$ cat src/rtl/instr_fetch.sv
// Fetch stage: owns the PC, requests words from instruction memory, presents
// each fetched word to the decoder with a valid/ready handshake, selects the
// next PC from the decoder's pc_sel, counts retired instructions, and traps
// (sticky) when a control transfer would land on a misaligned address.
module instr_fetch #(
  parameter int              XLEN     = 32,
  parameter logic [XLEN-1:0] RESET_PC = '0
) (
  input  logic            clk,
  input  logic            rst,
  // instruction memory request/ack
  output logic            imem_req,
  output logic [XLEN-1:0] imem_addr,
  input  logic            imem_ack,
  input  logic [XLEN-1:0] imem_rdata,
  // decoder side
  output logic            instr_valid,
  output logic [XLEN-1:0] instr,
  output logic [XLEN-1:0] instr_pc,
  input  logic            instr_ready,
  input  logic [1:0]      pc_sel,
  input  logic [XLEN-1:0] pc_target,
  input  logic [XLEN-1:0] alu_result,
  // status
  output logic            fetch_fault,
  output logic [31:0]     retired
);

  // Word presented to the decoder out of reset: addi x0, x0, 0.
  localparam logic [XLEN-1:0] NOP = XLEN'(32'h0000_0013);

  localparam logic [1:0] SEL_SEQ  = 2'b00;
  localparam logic [1:0] SEL_BR   = 2'b01;
  localparam logic [1:0] SEL_JALR = 2'b10;
  localparam logic [1:0] SEL_SAME = 2'b11;

  typedef enum logic [1:0] {
    S_IDLE  = 2'd0,
    S_FETCH = 2'd1,
    S_HOLD  = 2'd2,
    S_TRAP  = 2'd3
  } state_t;

  state_t            state_q, state_d;
  logic [XLEN-1:0]   pc_q, pc_d;
  logic [XLEN-1:0]   instr_q, instr_d;
  logic [XLEN-1:0]   instr_pc_q, instr_pc_d;
  logic [31:0]       retired_q, retired_d;

  logic              fetch_done;
  logic              consume;
  logic [XLEN-1:0]   next_pc;
  logic              next_misaligned;

  // Next-PC mux. jalr targets have bit 0 cleared before use; pc+4 wraps
  // naturally at the top of the address space.
  function automatic logic [XLEN-1:0] calc_next_pc(
    input logic [1:0]      sel,
    input logic [XLEN-1:0] pc,
    input logic [XLEN-1:0] target,
    input logic [XLEN-1:0] alu
  );
    logic [XLEN-1:0] npc;
    case (sel)
      SEL_SEQ:  npc = pc + XLEN'(4);
      SEL_BR:   npc = target;
      SEL_JALR: npc = alu & ~XLEN'(1);
      SEL_SAME: npc = pc;
      default:  npc = pc;
    endcase
    return npc;
  endfunction

  // Instructions are 32-bit aligned; any low-order bit set is a fault.
  function automatic logic is_misaligned(input logic [XLEN-1:0] addr);
    return addr[1:0] != 2'b00;
  endfunction

  assign fetch_done      = (state_q == S_FETCH) && imem_ack;
  assign consume         = (state_q == S_HOLD) && instr_ready;
  assign next_pc         = calc_next_pc(pc_sel, pc_q, pc_target, alu_result);
  assign next_misaligned = is_misaligned(next_pc);

  // State register.
  always_ff @(posedge clk) begin
    if (rst) begin
      state_q <= S_IDLE;
    end else begin
      state_q <= state_d;
    end
  end

  // Next-state logic: acks only count in S_FETCH, ready only in S_HOLD;
  // S_TRAP is left only by reset.
  always_comb begin
    state_d = state_q;
    case (state_q)
      S_IDLE:  state_d = S_FETCH;
      S_FETCH: if (imem_ack) state_d = S_HOLD;
      S_HOLD:  if (instr_ready) state_d = next_misaligned ? S_TRAP : S_FETCH;
      S_TRAP:  state_d = S_TRAP;
      default: state_d = S_IDLE;
    endcase
  end

  // Handshake/status outputs decode from state only, no input paths.
  always_comb begin
    imem_req    = 1'b0;
    instr_valid = 1'b0;
    fetch_fault = 1'b0;
    case (state_q)
      S_FETCH: imem_req    = 1'b1;
      S_HOLD:  instr_valid = 1'b1;
      S_TRAP:  fetch_fault = 1'b1;
      default: ;
    endcase
  end

  // Datapath next-state: capture on ack, advance PC and retire on consume.
  // A trapping consume still retires but leaves the PC on the faulting
  // instruction.
  always_comb begin
    pc_d       = pc_q;
    instr_d    = instr_q;
    instr_pc_d = instr_pc_q;
    retired_d  = retired_q;
    if (fetch_done) begin
      instr_d    = imem_rdata;
      instr_pc_d = pc_q;
    end
    if (consume) begin
      retired_d = retired_q + 32'd1;
      if (!next_misaligned) begin
        pc_d = next_pc;
      end
    end
  end

  // Datapath registers; reset restores the architectural start state.
  always_ff @(posedge clk) begin
    if (rst) begin
      pc_q       <= RESET_PC;
      instr_q    <= NOP;
      instr_pc_q <= RESET_PC;
      retired_q  <= 32'd0;
    end else begin
      pc_q       <= pc_d;
      instr_q    <= instr_d;
      instr_pc_q <= instr_pc_d;
      retired_q  <= retired_d;
    end
  end

  assign imem_addr = pc_q;
  assign instr     = instr_q;
  assign instr_pc  = instr_pc_q;
  assign retired   = retired_q;

endmodule

$ cat config.mk
export PLATFORM = sky130hd
export DESIGN_NAME = instr_fetch
export DESIGN_NICKNAME = d
export VERILOG_FILES = /design/src/rtl/instr_fetch.sv
export SDC_FILE = /design/constraint.sdc
export NUM_CORES = 1
export LEC_CHECK = 0
export CORE_MARGIN = 10
export CORE_UTILIZATION = 44
export CTS_CLUSTER_DIAMETER = 60
export DETAILED_ROUTE_END_ITERATION = 10
export PLACE_DENSITY = 0.89
export SLEW_MARGIN = 20
export SYNTH_ARGS = -nofsm -noshare
export SYNTH_HDL_FRONTEND = slang
export SYNTH_SLANG_ARGS = --single-unit
$ cat constraint.sdc
create_clock -name clk -period 2.1 [get_ports clk]
set_clock_uncertainty 0.05 [all_clocks]
set_input_delay 0.42 -clock clk [delete_from_list [all_inputs] [get_ports clk]]
set_output_delay 0.42 -clock clk [all_outputs]
set_load 0.03 [all_outputs]
==> results of run 1 <==
[routing by layer]
layer / GRT usage, % / vias to the layer above
met1: 25.5 / 3106
met4: 12.6 / 0
met3: 6.45 / 68
met2: 35.9 / 340
li1: - / 3185
met5: 0 / -
[sequential cells by signal, indices dropped and copies added, names as in the netlist]
signal	flops
imem_addr	32
instr	32
instr_pc	32
retired	32
state_q	2
[placed cells by master, fill, tap and decap left out, types with 4 or more instances in the layout]
cell / synthesis / layout
sky130_fd_sc_hd__clkdlybuf4s50_1: 0 / 211
sky130_fd_sc_hd__nand2_1: 156 / 155
sky130_fd_sc_hd__dfxtp_1: 130 / 130
sky130_fd_sc_hd__a21oi_1: 94 / 94
sky130_fd_sc_hd__nor2_1: 49 / 49
sky130_fd_sc_hd__buf_4: 10 / 49
sky130_fd_sc_hd__o21ai_0: 38 / 38
sky130_fd_sc_hd__xor2_1: 22 / 22
sky130_fd_sc_hd__nand3_1: 21 / 21
sky130_fd_sc_hd__nand4_1: 21 / 21
sky130_fd_sc_hd__a22oi_1: 18 / 18
sky130_fd_sc_hd__clkbuf_16: 0 / 17
sky130_fd_sc_hd__and3_1: 12 / 12
sky130_fd_sc_hd__dlygate4sd2_1: 0 / 11
sky130_fd_sc_hd__and4_1: 10 / 10
sky130_fd_sc_hd__nor3_1: 10 / 10
sky130_fd_sc_hd__a31oi_1: 10 / 10
sky130_fd_sc_hd__dlymetal6s2s_1: 0 / 8
sky130_fd_sc_hd__buf_12: 1 / 8
sky130_fd_sc_hd__or3_1: 7 / 7
sky130_fd_sc_hd__a22o_1: 7 / 7
sky130_fd_sc_hd__and2_1: 7 / 6
sky130_fd_sc_hd__inv_1: 6 / 6
sky130_fd_sc_hd__nand3b_1: 5 / 5
sky130_fd_sc_hd__a21o_1: 5 / 5
sky130_fd_sc_hd__a211oi_1: 5 / 5
sky130_fd_sc_hd__bufinv_16: 0 / 5
sky130_fd_sc_hd__xnor2_1: 4 / 4
[timing repair]
action | in CTS | in global routing
pin swaps | 0 | 0
hold endpoints to repair | 0 | 0
buffers inserted | 0 | 0
gates resized for setup | 11 | 8
hold buffers | 0 | 0
setup endpoints to repair | 11 | 8
[worst max path at each step]
stage | end | startpoint | slack [ns] | cells after the start
floorplan | imem_addr[30] | imem_addr[2] | 0.09 | 6
global placement | imem_addr[24] | pc_sel[1] | -0.21 | 7
detailed placement | imem_addr[8] | pc_sel[1] | -0.24 | 7
CTS | imem_addr[6] | imem_addr[6] | 0.0008 | 1
global route | imem_addr[16] | imem_addr[16] | 0.0005 | 1
finish | imem_addr[16] | imem_addr[16] | 0.03 | 1
[logic make-up (layout without fill, tap and decap cells)]
logic type / Yosys count / in the layout / share of synthesized area, %
adder cells (fa/ha/maj): 2 / 2 / 0.411
multiplexers: 1 / 1 / 0.164
AO/OA/AOI/OAI: 204 / 204 / 20.1
buffers and inverters: 67 / 325 / 5.67
XOR/XNOR: 26 / 26 / 3.74
flip-flops: 130 / 130 / 42.7
AND/OR/NAND/NOR: 332 / 332 / 27.2
[final cells by class]
type / count / area, um^2 / share of cell area [%]
multi-input combinational: 565 / 3160 / 33.3
timing repair buffer: 287 / 2840 / 29.9
inverter: 6 / 22.5 / 0.237
clock buffer: 22 / 464 / 4.89
clock inverter: 10 / 180 / 1.90
sequential: 130 / 2600 / 27.4
tap: 176 / 220 / 2.32
[power groups by stage]
stage,Sequential [mW],Clock [mW],Combinational [mW]
3_3_place_gp,2.59,0,0.706
6_report,2.54,3.22,0.716
4_1_cts,2.54,3.26,0.717
3_5_place_dp,2.59,0,0.715
2_1_floorplan,2.66,0,0.242
5_1_grt,2.54,3.38,0.762
[through the flow]
step,instance area (um^2),setup slack [ns],cells,utilization (%)
2_1_floorplan,6090,0.0893,762,-
4_1_cts,9470,0.000803,1196,70.6
5_1_grt,9490,0.000524,1196,70.8
3_3_place_gp,8840,-0.210,1164,65.9
3_5_place_dp,8840,-0.243,1164,65.9
6_report,9490,0.0293,1196,70.8
==> results, run 1 <==
- The die is 138 um tall.
- The TritonCTS sink count is 130.
- By startpoint and endpoint, the worst setup path is classified as flop to output port.
- Relative to the synthesized area, the layout overhead comes to 55.8%.
- Counting flops and latches in the post-synthesis netlist gives 130.
- The total power is 6.48 mW.
- The number of buffer and inverter stages on the critical path is 1.
- The number of remaining DRC errors is 0.
- The launch point of the worst hold path is instr_pc[11].
- TritonCTS built the clock tree.
- The detailed router put a total of 8.49 mm of wire on met1.
- The startpoint identified for the worst register-to-register timing path is retired[8].
- The headroom to the max-slew limit is 66.9%.
- Sorting the synthesized cells by how often they occur yields sky130_fd_sc_hd__nand2_1 (156), sky130_fd_sc_hd__dfxtp_1 (130), sky130_fd_sc_hd__a21oi_1 (94), sky130_fd_sc_hd__nor2_1 (49), sky130_fd_sc_hd__o21ai_0 (38).
- The uppermost layer routed is met4.
- The clock latency on the worst-skew pair is 0.42 ns.
- The worst hold path belongs to the class flop to flop.
- The capture instance of the worst register-to-register path is retired[31].
- The switching power is 1.45 mW.
- The number of standard-cell rows in the floorplan is 42.
- The upper clock frequency limit is 483 MHz.
- The overall global routing resource usage is 22.1%.
- Before antenna repair, the detailed router went through 5 iterations.
- The average footprint of a synthesized cell is 7.99 um^2.
- The depth of the worst hold-timing path is 2.
- The die is 138 um wide.
- The count of nets left with antenna violations once routing finished came out at 0.
- The net count after synthesis is 866.
- The number of enable-type register cells in the synthesized netlist is 0.
- On the critical path, the stage with the largest delay is an instance of sky130_fd_sc_hd__clkdlybuf4s50_1.
- Global routing finished with a remaining overflow of 0.
- The number of filler instances in the final layout is 1013.
- IR analysis of the VDD net gives a maximum drop of 0.521 mV.
- The portion of the clock cycle consumed by the worst path in the final layout is 98.6%.
- The number of endpoints with negative hold slack in the final report was 0.
- The library cell with the highest instance count after synthesis is sky130_fd_sc_hd__nand2_1.
- The count of synthesis-stage warnings from yosys is 0.
- Setup repair after global routing left no endpoint under its margin.
- The number of cells on the worst reg-to-reg path is 5.
- CTS placed an instance of sky130_fd_sc_hd__clkbuf_16 at the clock tree root.
- The initial cell density of the core is 45.5%.
- Traced cell by cell, the critical path runs through clkdlybuf4s50_1.
- The analysis attributes to cell leakage a power of 3.60 nW.
- Counting along the longest clock path gives a buffer depth of 2.
- Port buffering added 231 buffers.
- The number of endpoints failing setup at the final stage is 0.
- Dividing total power by cell area gives a power density of 683 mW/mm^2.
- sky130_fd_sc_hd__dfxtp_1 takes more of the synthesized area than any other cell.
- The global placement routability congestion is 0.874.
- The total number of vias is 6699.
- The worst hold path terminates at instr_pc[11].
- The initial antenna violation count is 0.
- The number of global-route vias before repair came to 6437.
- In this run the standard cell core region covers 0.0134 mm^2.
- The flow ran to the end, and the final reports show no timing, DRC or antenna violations.
- The clock edge transition at the registers on the reported setup and hold paths is 0.05 ns.
- The flop-to-flop setup slack is 0.18 ns.
- Counting the buffers created by CTS gives 17.
- In this run, the number of DRC markers left after iteration 0 of detailed routing was 535.
- The first global-routing pass estimated 33.5 mm of wire.
- Sorting the synthesized cells by area gives the leading types as sky130_fd_sc_hd__dfxtp_1 (43%), sky130_fd_sc_hd__nand2_1 (9.6%), sky130_fd_sc_hd__a21oi_1 (7.7%), sky130_fd_sc_hd__xor2_1 (3.2%), sky130_fd_sc_hd__o21ai_0 (3.1%).
- The share of synthesized area in the top cell type comes to 42.7%.
- The average detailed-routed wire length per instance is 18.4 um.
- The distinct cell type count after synthesis is 64.
- The die footprint is 0.0189 mm^2.
- The instance count of the mapped netlist is 762.
- The fraction of layout cells with a size suffix above 1 is 10.5%.
- The share of synthesized registers carrying an async set or reset is 0%.
- The worst setup path is captured at an output port.
- The repair_antennas step left the layout with diodes totalling 0.
- Summing every instance area after synthesis gives 0.00609 mm^2.
- The dominant synthesized flop cell is sky130_fd_sc_hd__dfxtp_1.
- The largest single stage delay on the critical path is 0.74 ns.
- The arrival time reported for the critical path endpoint is 1.60 ns.
- The internal portion of total power is 5.03 mW.
- For the final routed database, the setup TNS stands at 0 ns.
- The net total in the final layout is 1111.
- The startpoint type of the worst setup path is a flop.
- The share of power burned in registers is 39.2%.
- After legalization and detailed placement, the total HPWL measured 16.0 mm.
- The post-detailed-route via-to-cell ratio is 5.60.
- The final layout contains routed wiring with a total length of 22.1 mm.
- In this run, the combinational gates consume 11.1% of the power.
- The clock network accounts for 49.8% of the total power.
- Max-cap violations in this run came to 0.
- Entering global routing, the biggest net connects 54 pins.
- The routed length on met2 is 10.6 mm.
- Along the worst path, the maximum fanout reaches 6.
- The final number of max-transition violations is 0.
- In this run switching power makes up 22.3% of total power.
- The met3 layer wire length in the routed design is 1.96 mm.
- Across all hold checks on the routed design, the worst slack comes to 0.402 ns.
- Sequential elements use 42.7% of the synthesized area.
- The actual transition at the worst max-transition pin is 0.496 ns.
- STA puts the critical path data required time at 1.63 ns.
- The family with the most delay on the worst path is buffers and inverters.
- The total number of H-tree levels is 4.
- After layout, the minimum clock period comes to 2.07 ns.
- Pin placement for this block handled 233 I/O pins.
Note: power is estimated with default switching activity, not from simulation.
==> run 2: changes to the inputs <==
SLEW_MARGIN = not set   (was 20)
==> results of run 2 <==
Same layout as run 1: the final DEF is identical, and so are final timing and power.
